===== src/rtl/wb_interconnect_nslave_pkg.sv =====
// Shared slave map for the Wishbone 1-master / N-slave interconnect:
// slave indices and the default SoC base/mask tables.
package wb_interconnect_nslave_pkg;

  localparam int SLV_SRAM = 0;
  localparam int SLV_LED  = 1;
  localparam int SLV_UART = 2;
  localparam int SLV_CDT  = 3;

  // Slave 0 occupies the least significant word.
  localparam logic [127:0] DEF_SLAVE_BASE =
    {32'h8000_0010, 32'h8000_0008, 32'h8000_0000, 32'h0000_0000};
  localparam logic [127:0] DEF_SLAVE_MASK =
    {32'hFFFF_FFF8, 32'hFFFF_FFF8, 32'hFFFF_FFFF, 32'hFFFE_0000};

  function automatic int idx_w(input int n);
    return (n > 1) ? $clog2(n) : 1;
  endfunction

endpackage


===== src/rtl/wb_addr_decode.sv =====
// Address decoder: per-slave base/mask match with lowest-index priority.
module wb_addr_decode #(
  parameter int              NS   = 4,
  parameter int              AW   = 32,
  parameter int              IW   = 2,
  parameter logic [NS*AW-1:0] BASE = '0,
  parameter logic [NS*AW-1:0] MASK = '0
) (
  input  logic [AW-1:0] addr,
  output logic [IW-1:0] idx,
  output logic          valid
);

  logic [NS-1:0] match;

  always_comb begin
    match = '0;
    for (int k = 0; k < NS; k++)
      match[k] = ((addr & MASK[k*AW +: AW]) == BASE[k*AW +: AW]);
  end

  // Walk downwards so the lowest matching index is the one left in idx.
  always_comb begin
    idx = '0;
    for (int k = NS - 1; k >= 0; k--)
      if (match[k]) idx = IW'(k);
  end

  assign valid = |match;

endmodule


===== src/rtl/wb_interconnect_nslave.sv =====
// Wishbone B4 pipelined 1-master / NS-slave interconnect with in-order
// completion, unmapped/timeout bus errors and faulting-address capture.
module wb_interconnect_nslave
  import wb_interconnect_nslave_pkg::*;
#(
  parameter int               NS         = 4,
  parameter int               AW         = 32,
  parameter int               DW         = 32,
  parameter logic [NS*AW-1:0] SLAVE_BASE = DEF_SLAVE_BASE,
  parameter logic [NS*AW-1:0] SLAVE_MASK = DEF_SLAVE_MASK,
  parameter int               TIMEOUT    = 255,
  parameter int               MAXOUT     = 4
) (
  input  logic             i_clk,
  input  logic             i_reset,
  input  logic [AW-1:0]    i_wb_addr,
  input  logic [DW-1:0]    i_wb_data,
  input  logic [DW/8-1:0]  i_wb_sel,
  input  logic             i_wb_we,
  input  logic             i_wb_cyc,
  input  logic             i_wb_stb,
  output logic             o_wb_ack,
  output logic [DW-1:0]    o_wb_data,
  output logic             o_wb_stall,
  output logic             o_wb_err,
  output logic [AW-1:0]    o_wb_err_address,
  output logic [NS-1:0]    o_s_cyc,
  output logic [NS-1:0]    o_s_stb,
  output logic [AW-1:0]    o_s_addr,
  output logic [DW-1:0]    o_s_data,
  output logic [DW/8-1:0]  o_s_sel,
  output logic             o_s_we,
  input  logic [NS-1:0]    i_s_ack,
  input  logic [NS*DW-1:0] i_s_data,
  input  logic [NS-1:0]    i_s_stall,
  input  logic [NS-1:0]    i_s_err
);

  localparam int IW = idx_w(NS);
  localparam int NW = $clog2(MAXOUT + 1);
  localparam int TW = $clog2(TIMEOUT + 1);

  logic [IW-1:0] dec_idx;
  logic          dec_valid;
  logic [IW-1:0] owner;
  logic [NW-1:0] nout;
  logic [TW-1:0] timer;
  logic [AW-1:0] last_addr;

  logic busy, blocked, accept, map_acc, unm_acc;
  logic resp_ack, slv_err, tmo, any_err, evt;

  wb_addr_decode #(
    .NS(NS), .AW(AW), .IW(IW), .BASE(SLAVE_BASE), .MASK(SLAVE_MASK)
  ) u_dec (
    .addr  (i_wb_addr),
    .idx   (dec_idx),
    .valid (dec_valid)
  );

  assign busy    = (nout != '0);
  // Ownership/capacity stall gates the slave strobe; a slave's own stall does not.
  assign blocked = (busy && (!dec_valid || dec_idx != owner)) || (nout == NW'(MAXOUT));
  assign o_wb_stall = i_wb_stb & (blocked | (dec_valid & i_s_stall[dec_idx]));
  assign accept  = i_wb_cyc & i_wb_stb & ~o_wb_stall;
  assign map_acc = accept & dec_valid;
  assign unm_acc = accept & ~dec_valid;

  assign resp_ack = i_wb_cyc & busy & i_s_ack[owner];
  assign slv_err  = i_wb_cyc & busy & i_s_err[owner];
  assign evt      = resp_ack | slv_err | accept;
  assign tmo      = i_wb_cyc & busy & ~evt & (timer == TW'(TIMEOUT - 1));
  assign any_err  = slv_err | unm_acc | tmo;

  always_comb begin
    o_s_stb = '0;
    o_s_cyc = '0;
    for (int k = 0; k < NS; k++) begin
      o_s_stb[k] = i_wb_cyc & i_wb_stb & dec_valid & (dec_idx == IW'(k)) & ~blocked;
      o_s_cyc[k] = i_wb_cyc & ((busy & (owner == IW'(k))) | o_s_stb[k]);
    end
  end

  assign o_s_addr = i_wb_addr;
  assign o_s_data = i_wb_data;
  assign o_s_sel  = i_wb_sel;
  assign o_s_we   = i_wb_we;

  always_ff @(posedge i_clk or posedge i_reset) begin
    if (i_reset) begin
      o_wb_ack         <= 1'b0;
      o_wb_data        <= '0;
      o_wb_err         <= 1'b0;
      o_wb_err_address <= '0;
      owner            <= '0;
      nout             <= '0;
      timer            <= '0;
      last_addr        <= '0;
    end else begin
      o_wb_ack  <= resp_ack;
      o_wb_data <= resp_ack ? i_s_data[int'(owner)*DW +: DW] : '0;
      o_wb_err  <= any_err;
      if (any_err)
        o_wb_err_address <= unm_acc ? i_wb_addr : last_addr;
      if (accept)
        last_addr <= i_wb_addr;
      if (map_acc)
        owner <= dec_idx;
      // An error flushes every pending response; late acks then find nout == 0.
      if (!i_wb_cyc || any_err)
        nout <= '0;
      else
        nout <= nout + NW'(map_acc) - NW'(resp_ack);
      if (!i_wb_cyc || !busy || evt || tmo)
        timer <= '0;
      else
        timer <= timer + 1'b1;
    end
  end

endmodule


===== config.mk =====
export PLATFORM = sky130hd
export DESIGN_NAME = wb_interconnect_nslave
export DESIGN_NICKNAME = d
export VERILOG_FILES = /design/src/rtl/wb_interconnect_nslave_pkg.sv /design/src/rtl/wb_addr_decode.sv /design/src/rtl/wb_interconnect_nslave.sv
export SDC_FILE = /design/constraint.sdc
export NUM_CORES = 1
export LEC_CHECK = 0
export ABC_AREA = 1
export BUFFER_PORTS_ARGS = -buffer_cell sky130_fd_sc_hd__buf_2
export CORE_MARGIN = 10
export CORE_UTILIZATION = 45
export DETAILED_ROUTE_END_ITERATION = 10
export MAX_ROUTING_LAYER = met4
export PLACE_DENSITY = 0.9
export SETUP_SLACK_MARGIN = 0.5
export SYNTH_ARGS = -nofsm -noshare
export SYNTH_HDL_FRONTEND = slang
export SYNTH_SLANG_ARGS = --single-unit

===== constraint.sdc =====
create_clock -name i_clk -period 4.2 [get_ports i_clk]
set_clock_uncertainty 0.1 [all_clocks]
set_input_delay 0.42 -clock i_clk [delete_from_list [all_inputs] [get_ports i_clk]]
set_output_delay 0.42 -clock i_clk [all_outputs]
set_load 0.01 [all_outputs]

==> results of run 1 <==
[how the worst max path moves through the flow]
stage	startpoint	to	slack [ps]	depth (start not counted)
2_1_floorplan	i_reset	last_addr[0]$_DFFE_PP0N_	750	1
3_3_place_gp	i_wb_addr[25]	nout[2]$_DFF_PP0_	790	19
3_5_place_dp	i_wb_addr[25]	nout[2]$_DFF_PP0_	680	19
4_1_cts	i_wb_addr[25]	nout[2]$_DFF_PP0_	1050	19
5_1_grt	i_wb_addr[6]	nout[2]$_DFF_PP0_	730	21
6_report	i_wb_addr[11]	nout[2]$_DFF_PP0_	1040	21
[Yosys cell counts]
master,count
nand2_1,298
dfrtp_1,111
buf_4,72
nand3_1,48
nor2_1,46
o21ai_0,40
inv_1,34
a22oi_1,33
a31oi_1,33
clkbuf_1,22
inv_2,20
buf_2,7
nand4_1,6
nor3_1,6
nand2_2,5
buf_6,4
ha_1,4
nor2_2,3
xor2_1,3
nand3_4,2
nor2_4,2
o22ai_1,2
a21boi_0,1
a21oi_1,1
clkinv_1,1
fa_1,1
nand2_4,1
o21ai_1,1
xnor2_1,1
[layer usage]
layer | wire [um] | vias to the layer above
met3 | 2140 | 31
li1 | - | 2943
met1 | 7980 | 2847
met4 | 552 | 0
met2 | 11200 | 346
met5 | 0 | -
[sequential cells by signal, indices dropped and copies added (netlist names)]
| name | flops |
|---|---|
| timer | 8 |
| owner | 2 |
| o_wb_err_address | 32 |
| o_wb_err | 1 |
| o_wb_data | 32 |
| last_addr | 32 |
| nout | 3 |
| o_wb_ack | 1 |
[metrics by stage]
stage	total power [mW]	utilization	setup slack (ps)	cells
after floorplan	1.52	-	749	808
after global placement	1.68	0.539	790	1169
after detailed placement	1.69	0.539	678	1169
after CTS	2.61	0.562	1050	1185
after global routing	2.71	0.563	727	1191
final	2.59	0.563	1040	1192
[power groups by stage]
stage	clock, mW	combinational (mW)	sequential (mW)
3_5_place_dp	0	0.448	1.24
4_1_cts	0.932	0.452	1.22
3_3_place_gp	0	0.438	1.24
5_1_grt	0.970	0.503	1.24
6_report	0.917	0.446	1.22
2_1_floorplan	0	0.260	1.26
[cell type report]
cell class,count,share of cell area
repair buffers,290,0.196
flip-flops and latches,111,0.369
multi-input cells,537,0.334
inverters,55,0.0278
well taps,176,0.0293
clock inverters,7,0.0115
diodes,7,0.00233
clock buffers,9,0.0300
[logic make-up (layout without fill, tap and decap cells)]
logic type | after synthesis | count (layout) | synth area share
buffers and inverters | 160 | 361 | 0.147
AOI/OAI and AO/OA | 111 | 111 | 0.110
and+or+nand+nor | 417 | 417 | 0.277
other | 0 | 7 | 0
xor gates and xnor gates | 4 | 4 | 0.00566
adders and majority gates | 5 | 5 | 0.0113
DFF | 111 | 111 | 0.448
[worst max-delay path, delay by kind of cell]
kind	cells	cell delay (ps)
buffers and inverters	3	220
adders and majority gates	3	870
and+or+nand+nor	14	1620
xor gates and xnor gates	1	170
==> impl_metrics.env, run 1 <==
export IMPL_outcome="finished, final reports clean"
export IMPL_ff2ff_setup_slack_ps=1160
export IMPL_first_pass_iters=5
export IMPL_cts_buffers=9
export IMPL_hpwlAfterDp_um=17200
export IMPL_p_int_mw=1.84
export IMPL_netlist_area_um2=6190
export IMPL_ys_warn_count=0
export IMPL_post_cts_resized=0
export IMPL_layout_common_cells="nand2_1, buf_2, dfrtp_1, nand3_1, nor2_1"
export IMPL_cp_arrival_ps=3310
export IMPL_slew_headroom=0.314
export IMPL_r2r_start="owner[0]$_DFFE_PP0N_"
export IMPL_synthToLayoutAreaGrowth_pct=21.4
export IMPL_maxCapViolCount=0
export IMPL_clock_sinks=111
export IMPL_rows=42
export IMPL_final_area_um2=7520
export IMPL_fin_setup_tns_ps=0
export IMPL_drive_gt1_frac=0.339
export IMPL_cpMostUsedCell="nand2_1"
export IMPL_gp_congestion=0.835
export IMPL_critPathKind="in2reg"
export IMPL_fp_dieH_um=137
export IMPL_insertion_delay_ps=360
export IMPL_drc_errors=0
export IMPL_cp_required_ps=4350
export IMPL_crit_chain="buf_2 -> inv_2 -> nand2_1 -> nor2_1 -> nand2_1 -> nor2_1 -> nand2_1 -> nand2_1 -> nor2_1 -> nor2_1 -> nand2_1 -> nand2_2 -> nand2_2 -> nor2_4 -> nand2_1 -> ha_1 -> inv_1 -> ha_1 -> fa_1 -> xnor2_1 -> nor2_1"
export IMPL_cp_end_kind="flip-flop"
export IMPL_worst_path_max_delay_cell="fa_1"
export IMPL_portBuffers=282
export IMPL_slowest_delay_ps=380
export IMPL_p_clk_frac=0.354
export IMPL_placed_area_um2=7190
export IMPL_p_leak_nw=4.21
export IMPL_hold_viol=0
export IMPL_cts_tree="done"
export IMPL_globalRouteMet3Util=0.0736
export IMPL_synth_seq_cells=111
export IMPL_viasPerCell=5.17
export IMPL_grt_ovfl_total=0
export IMPL_seq_area_um2=2780
export IMPL_cts_root_buf="clkbuf_16"
export IMPL_sequentialPowerShare=0.473
export IMPL_vdd_drop_max_mv=0.195
export IMPL_setup_viol_count_final=0
export IMPL_synthesis_nets=1026
export IMPL_worst_r2r_path_depth=11
export IMPL_initial_core_util=0.464
export IMPL_synth_distinct_cells=29
export IMPL_synth_area_leader_cell="dfrtp_1"
export IMPL_critPathLaunchType="primary input"
export IMPL_cts_setup_buffers=0
export IMPL_groute_usage_overall=0.229
export IMPL_fillers=1232
export IMPL_ios=357
export IMPL_tightest_slew_ps=1030
export IMPL_core_area_um2=13300
export IMPL_antenna_found_initial=6
export IMPL_maxSlewViolCount=0
export IMPL_wl_per_cell_um=18.3
export IMPL_fmax_ghz=0.316
export IMPL_fin_nets=1222
export IMPL_grt_max_degree=53
export IMPL_num_vias=6167
export IMPL_die_w_um=137
export IMPL_multi_input_area_um2=2510
export IMPL_critical_path_reg2reg_endpoint="nout[1]$_DFF_PP0_"
export IMPL_htree_levels=3
export IMPL_avgSynthCellArea_um2=7.67
export IMPL_period_share=0.753
export IMPL_grt_pass1_vias=6137
export IMPL_drtAntennaViolNets=0
export IMPL_cp_max_fo=15
export IMPL_grt_pass1_wl_um=32500
export IMPL_busiest_layer="met2"
export IMPL_period_minus_slack_ps=3160
export IMPL_yosysSeqAreaShare=0.448
export IMPL_path_clk_slew_ps=80
export IMPL_grt_util_met1=0.247
export IMPL_powerDensity_nw_per_um2=344
export IMPL_p_sw_frac=0.290
export IMPL_syn_inst=808
export IMPL_p_comb_frac=0.172
export IMPL_rsz0062_at_grt="false"
export IMPL_synth_top_area_frac=0.448
export IMPL_hold_ws_ps=31.7
export IMPL_holdCritPathClass="in2async"
export IMPL_final_common_cell="nand2_1"
export IMPL_synth_area_leaders="dfrtp_1, nand2_1, buf_4, a22oi_1, nand3_1"
export IMPL_cts_hold_buf=0
export IMPL_dr_first_iter_drc_count=439
export IMPL_wirelength_um=21800
export IMPL_switching_power_mw=0.750
export IMPL_use_met2=0.382
export IMPL_die_area_um2=18900
export IMPL_clk_path_buf_depth=2
No activity file was read; power rests on OpenSTA's default activity.
==> inputs of run 2 (changes only) <==
--- a/config.mk
+++ b/config.mk
@@ -8,10 +8,10 @@
 export ABC_AREA = 1
 export BUFFER_PORTS_ARGS = -buffer_cell sky130_fd_sc_hd__buf_2
 export CORE_MARGIN = 10
-export CORE_UTILIZATION = 45
+export CORE_UTILIZATION = 40
 export DETAILED_ROUTE_END_ITERATION = 10
 export MAX_ROUTING_LAYER = met4
-export PLACE_DENSITY = 0.9
+export PLACE_DENSITY = 0.85
 export SETUP_SLACK_MARGIN = 0.5
 export SYNTH_ARGS = -nofsm -noshare
 export SYNTH_HDL_FRONTEND = slang
==> constraint.sdc (replaced) <==
create_clock -name i_clk -period 2.7 [get_ports i_clk]
set_clock_uncertainty 0.1 [all_clocks]
set_input_delay 0.27 -clock i_clk [delete_from_list [all_inputs] [get_ports i_clk]]
set_output_delay 0.27 -clock i_clk [all_outputs]
set_load 0.01 [all_outputs]
==> run 2 against run 1 <==
Effect of this change: combinational power increased by 94%; first-iteration DRC count is 3.2% higher; non-clock buffer count up 92; global-route usage fell by 1.4 points; highest routed layer unchanged.
==> impl_metrics.env, run 2 (synthesis results as in run 1) <==
export IMPL_worst_path_max_delay_cell="fa_2"
export IMPL_grt_max_degree=51
export IMPL_drive_gt1_frac=0.477
export IMPL_cp_end_kind="flip-flop"
export IMPL_powerDensity_nw_per_um2=445
export IMPL_holdCritPathClass="in2reg"
export IMPL_cp_required_ps=2900
export IMPL_die_w_um=144
export IMPL_ff2ff_setup_slack_ps=270
export IMPL_clk_path_buf_depth=2
export IMPL_core_area_um2=15200
export IMPL_drc_errors=0
export IMPL_multi_input_area_um2=3030
export IMPL_vdd_drop_max_mv=0.298
export IMPL_ios=357
export IMPL_synthToLayoutAreaGrowth_pct=49.8
export IMPL_seq_area_um2=2780
export IMPL_outcome="finished, final reports clean"
export IMPL_first_pass_iters=5
export IMPL_wl_met1_um=9250
export IMPL_cts_root_buf="clkbuf_16"
export IMPL_slowest_delay_ps=530
export IMPL_dr_first_iter_drc_count=453
export IMPL_tightest_slew_ps=730
export IMPL_htree_levels=3
export IMPL_period_minus_slack_ps=2580
export IMPL_maxCapViolCount=0
export IMPL_final_common_cell="nand2_1"
export IMPL_path_clk_slew_ps=80
export IMPL_die_area_um2=20900
export IMPL_grt_ovfl_total=0
export IMPL_portBuffers=282
export IMPL_drtAntennaViolNets=0
export IMPL_route_met3_wl_um=2470
export IMPL_insertion_delay_ps=360
export IMPL_grt_pass1_vias=6524
export IMPL_layout_common_cells="nand2_1, buf_2, dfrtp_1, buf_4, o21ai_0"
export IMPL_crit_chain="buf_2 -> inv_2 -> nand2_4 -> nor2_4 -> nand2_4 -> nor2_4 -> nand2_2 -> nand2_1 -> nor2_1 -> nor2_1 -> nand2_1 -> nand2_2 -> nand2_2 -> nor2_4 -> nand2_4 -> ha_4 -> inv_2 -> ha_4 -> fa_2 -> inv_2 -> nor2_2"
export IMPL_fillers=1216
export IMPL_reg_top3="last_addr x32, o_wb_data x32, o_wb_err_address x32"
export IMPL_viasPerCell=5.21
export IMPL_antenna_found_initial=3
export IMPL_wirelength_um=25700
export IMPL_hold_viol=0
export IMPL_hpwlAfterDp_um=17500
export IMPL_dr_wl_met2_um=13300
export IMPL_groute_usage_overall=0.214
export IMPL_rsz0062_at_grt="true"
export IMPL_critPathKind="in2reg"
export IMPL_fin_nets=1316
export IMPL_maxSlewViolCount=0
export IMPL_fp_dieH_um=144
export IMPL_slew_headroom=0.512
export IMPL_p_leak_nw=5.03
export IMPL_rows=45
export IMPL_clock_sinks=111
export IMPL_cts_tree="done"
export IMPL_wl_per_cell_um=19.9
export IMPL_hold_ws_ps=55.7
export IMPL_grt_pass1_wl_um=33900
export IMPL_fmax_ghz=0.388
export IMPL_top_layer="met4"
export IMPL_cp_arrival_ps=2780
export IMPL_num_vias=6742
export IMPL_initial_core_util=0.407
export IMPL_final_util=0.610
export IMPL_cp_max_fo=3
export IMPL_period_share=0.955
export IMPL_cts_buffers=9
export IMPL_setup_viol_count_final=0
export IMPL_critPathLaunchType="primary input"
export IMPL_gp_congestion=0.895
==> run 2: layout make-up <==
class                           instances  share of cell area
Sequential cell                       111               0.300
Timing Repair Buffer                  382               0.284
Multi-Input combinational cell        539               0.326
Clock buffer                           10              0.0247
Antenna cell                            2            0.000539
Clock inverter                          6             0.00728
Inverter                               55              0.0317
Tap cell                              188              0.0253
==> run 2: through the flow <==
step / std cells / TNS, ps / worst slack, ps / power (mW) / cell area [um^2]
2_1_floorplan: 808 / -57.0 / -49.5 / 2.38 / 6350
3_3_place_gp: 1227 / -167 / -103 / 2.68 / 7760
3_5_place_dp: 1227 / -306 / -183 / 2.70 / 7760
4_1_cts: 1252 / 0 / 299 / 4.07 / 8340
5_1_grt: 1293 / 0 / 8.55 / 4.31 / 9280
6_report: 1293 / 0 / 122 / 4.13 / 9280
==> run 2: final timing paths <==
path                                      startpoint                                to  cells past startpoint
setup / recovery                       i_wb_addr[18]                 nout[1]$_DFF_PP0_                     21
hold / removal                          i_s_data[67]            o_wb_data[3]$_DFF_PP0_                      3
setup reg to reg                   nout[0]$_DFF_PP0_                 nout[1]$_DFF_PP0_                     15
hold reg to reg            last_addr[23]$_DFFE_PP0N_         last_addr[23]$_DFFE_PP0N_                      2
max in group asynchronous                    i_reset  o_wb_err_address[10]$_DFFE_PP0P_                      4
min in group asynchronous                    i_reset         last_addr[24]$_DFFE_PP0N_                      3
==> run 2: timing repair <==
item | CTS | global route
pin swaps | 41 | 64
hold endpoints to repair | 27 | 0
gates resized for setup | 59 | 127
hold buffers | 1 | 0
cloned | 0 | 10
buffers inserted | 8 | 29
endpoints found under the setup margin | 53 | 74
==> run 2: critical path, delay by kind of cell <==
family        cells  cell delay [ps]
simple gates     14             1320
buf+inv           4              260
fa+ha+maj         3              930
==> run 2: routing by layer <==
metal | vias up | GRT usage
met4 | 0 | 0.0601
met2 | 411 | 0.364
met5 | - | -
met3 | 51 | 0.0682
met1 | 3140 | 0.237
li1 | 3140 | -
==> run 2: report_power, final <==
| part | internal (mW) | switching, mW | leakage [nW] | total [mW] |
|---|---|---|---|---|
| clock network | 0.654 | 0.698 | 0.143 | 1.35 |
| registers | 1.82 | 0.0977 | 1.45 | 1.92 |
| logic | 0.389 | 0.476 | 3.43 | 0.865 |
| total | 2.86 | 1.27 | 5.03 | 4.13 |
==> inputs of run 3 (changes only) <==
--- a/config.mk
+++ b/config.mk
@@ -8,10 +8,11 @@
 export ABC_AREA = 1
 export BUFFER_PORTS_ARGS = -buffer_cell sky130_fd_sc_hd__buf_2
 export CORE_MARGIN = 10
-export CORE_UTILIZATION = 40
+export CORE_UTILIZATION = 41
+export CTS_BUF_LIST = sky130_fd_sc_hd__clkbuf_8
 export DETAILED_ROUTE_END_ITERATION = 10
 export MAX_ROUTING_LAYER = met4
-export PLACE_DENSITY = 0.85
+export PLACE_DENSITY = 0.87
 export SETUP_SLACK_MARGIN = 0.5
 export SYNTH_ARGS = -nofsm -noshare
 export SYNTH_HDL_FRONTEND = slang
==> run 3 against run 2 <==
Effect of this change: design area fell by 10%; register-to-register slack improved by 30 ps; final cell count fell by 3.6%; worst setup slack improved by 150 ps; sequential share of layout area rose by 3.3 points; first-iteration DRC count rose by 11%; critical path depth fell by 3; hold slack got worse by 23 ps; critical path type is now in2out.
==> impl_metrics.env, run 3 (synthesis results as in run 1) <==
export IMPL_wirelength_um=23200
export IMPL_layout_common_cells="nand2_1, buf_2, dfrtp_1, buf_4, nand3_1"
export IMPL_rsz0062_at_grt="true"
export IMPL_gp_congestion=0.964
export IMPL_cts_tree="done"
export IMPL_grt_max_degree=68
export IMPL_synthToLayoutAreaGrowth_pct=34.8
export IMPL_p_leak_nw=4.57
export IMPL_dp_cells=1218
export IMPL_cp_arrival_ps=2060
export IMPL_groute_usage_overall=0.225
export IMPL_critPathKind="in2out"
export IMPL_portBuffers=282
export IMPL_ios=357
export IMPL_die_w_um=143
export IMPL_rows=44
export IMPL_slew_headroom=0.320
export IMPL_num_vias=6420
export IMPL_clk_path_buf_depth=2
export IMPL_maxCapViolCount=0
export IMPL_cp_startpoint="i_wb_addr[17]"
export IMPL_r2r_start="nout[1]$_DFF_PP0_"
export IMPL_grt_pass1_vias=6697
export IMPL_setup_viol_count_final=0
export IMPL_path_clk_slew_ps=110
export IMPL_cts_root_buf="clkbuf_8"
export IMPL_cts_buffers=9
export IMPL_drc_errors=0
export IMPL_hpwlAfterDp_um=17800
export IMPL_dr_first_iter_drc_count=504
export IMPL_outcome="finished, final reports clean"
export IMPL_reg_top3="last_addr x32, o_wb_data x32, o_wb_err_address x32"
export IMPL_period_minus_slack_ps=2430
export IMPL_grt_pass1_wl_um=35400
export IMPL_fin_nets=1274
export IMPL_ff2ff_setup_slack_ps=300
export IMPL_viasPerCell=5.15
export IMPL_insertion_delay_ps=380
export IMPL_drtAntennaViolNets=0
export IMPL_first_pass_iters=7
export IMPL_die_area_um2=20400
export IMPL_period_share=0.898
export IMPL_final_cells=1246
export IMPL_initial_core_util=0.423
export IMPL_final_common_cell="nand2_1"
export IMPL_maxSlewViolCount=0
export IMPL_crit_path_end="o_s_cyc[3]"
export IMPL_cp_max_fo=8
export IMPL_vdd_drop_max_mv=0.246
export IMPL_tightest_slew_ps=1020
export IMPL_cp_end_kind="output pin"
export IMPL_critical_path_reg2reg_endpoint="nout[1]$_DFF_PP0_"
export IMPL_powerDensity_nw_per_um2=440
export IMPL_finalWorstSetupSlack_ps=274
export IMPL_fmax_ghz=0.412
export IMPL_antenna_found_initial=1
export IMPL_htree_levels=3
export IMPL_worst_r2r_path_depth=12
export IMPL_critPathLaunchType="primary input"
export IMPL_wl_per_cell_um=18.6
export IMPL_holdCritPathClass="in2reg"
export IMPL_grt_ovfl_total=0
export IMPL_hold_viol=0
export IMPL_dp_slack_ps=-194
export IMPL_clock_sinks=111
export IMPL_drive_gt1_frac=0.420
export IMPL_fp_dieH_um=143
export IMPL_final_util=0.570
export IMPL_cp_required_ps=2330
export IMPL_core_area_um2=14600
==> run 3: changes by cell type in the layout (fill, tap and decap cells not counted), sizes merged <==
cell      previous run  this run
clkbuf              18        10
buf                373       341
clkinv               5         4
nand2              306       304
diode                2         1
clkinvlp             1         2
==> run 3: per-stage QoR <==
stage / hold slack (ps) / total power, mW / setup TNS [ps] / instance area, um^2
detailed placement: 211 / 2.71 / -376 / 7710
finish: 32.8 / 3.68 / 0 / 8350
global route: 18.6 / 3.86 / 0 / 8350
CTS: 12.8 / 3.68 / 0 / 8180
global placement: 213 / 2.68 / -234 / 7710
floorplan: 298 / 2.38 / -57.0 / 6350
==> run 3: layer usage <==
| layer | global-route usage | up-vias | share of wire |
|---|---|---|---|
| li1 | - | 3034 | - |
| met1 | 0.260 | 2963 | 0.38 |
| met2 | 0.367 | 368 | 0.50 |
| met3 | 0.0531 | 55 | 0.084 |
| met4 | 0.0988 | 0 | 0.040 |
| met5 | - | - | 0 |
==> run 3: cell type report <==
| cell class | instances | area [um^2] |
|---|---|---|
| Fill cell | 1309 | 6290 |
| Multi-Input combinational cell | 537 | 2820 |
| Sequential cell | 111 | 2780 |
| Timing Repair Buffer | 342 | 2060 |
| Inverter | 55 | 279 |
| Tap cell | 184 | 230 |
| Clock buffer | 10 | 138 |
| Clock inverter | 6 | 37.5 |
| Antenna cell | 1 | 2.50 |
==> run 3: critical path: stages <==
cell     delay (ps)
buf_4           130
inv_2            60
nand2_4          50
nor2_4          150
nand2_4          90
nor2_4          120
nand2_2          80
buf_4           150
nand3_1          70
nand2_1          50
nand2_1          70
nand2_2          60
buf_4           130
buf_6           100
buf_6           120
nand2_8          90
o22ai_2          90
buf_2           150
==> run 3: what timing repair did <==
item,4_1_cts,5_1_grt
pin swaps,39,17
hold buffers,1,0
resized for setup,64,41
endpoints found under the setup margin,84,77
buffers inserted,5,5
hold endpoints to repair,18,0
==> run 3: where the power goes <==
part | switching (mW) | internal, mW | total [mW]
clock network | 0.589 | 0.359 | 0.949
logic | 0.458 | 0.369 | 0.827
registers | 0.0826 | 1.82 | 1.90
total | 1.13 | 2.55 | 3.68
==> run 3: worst min-delay path by stage <==
stage,to,startpoint,cells past startpoint,slack [ps]
6_report,last_addr[26]$_DFFE_PP0N_,i_wb_addr[26],3,30
5_1_grt,last_addr[26]$_DFFE_PP0N_,i_wb_addr[26],3,20
4_1_cts,last_addr[30]$_DFFE_PP0N_,i_wb_addr[30],3,10
3_5_place_dp,o_wb_err_address[10]$_DFFE_PP0P_,i_reset,2,210
3_3_place_gp,o_wb_err_address[19]$_DFFE_PP0P_,i_reset,2,210
2_1_floorplan,last_addr[17]$_DFFE_PP0N_,i_wb_addr[17],2,300
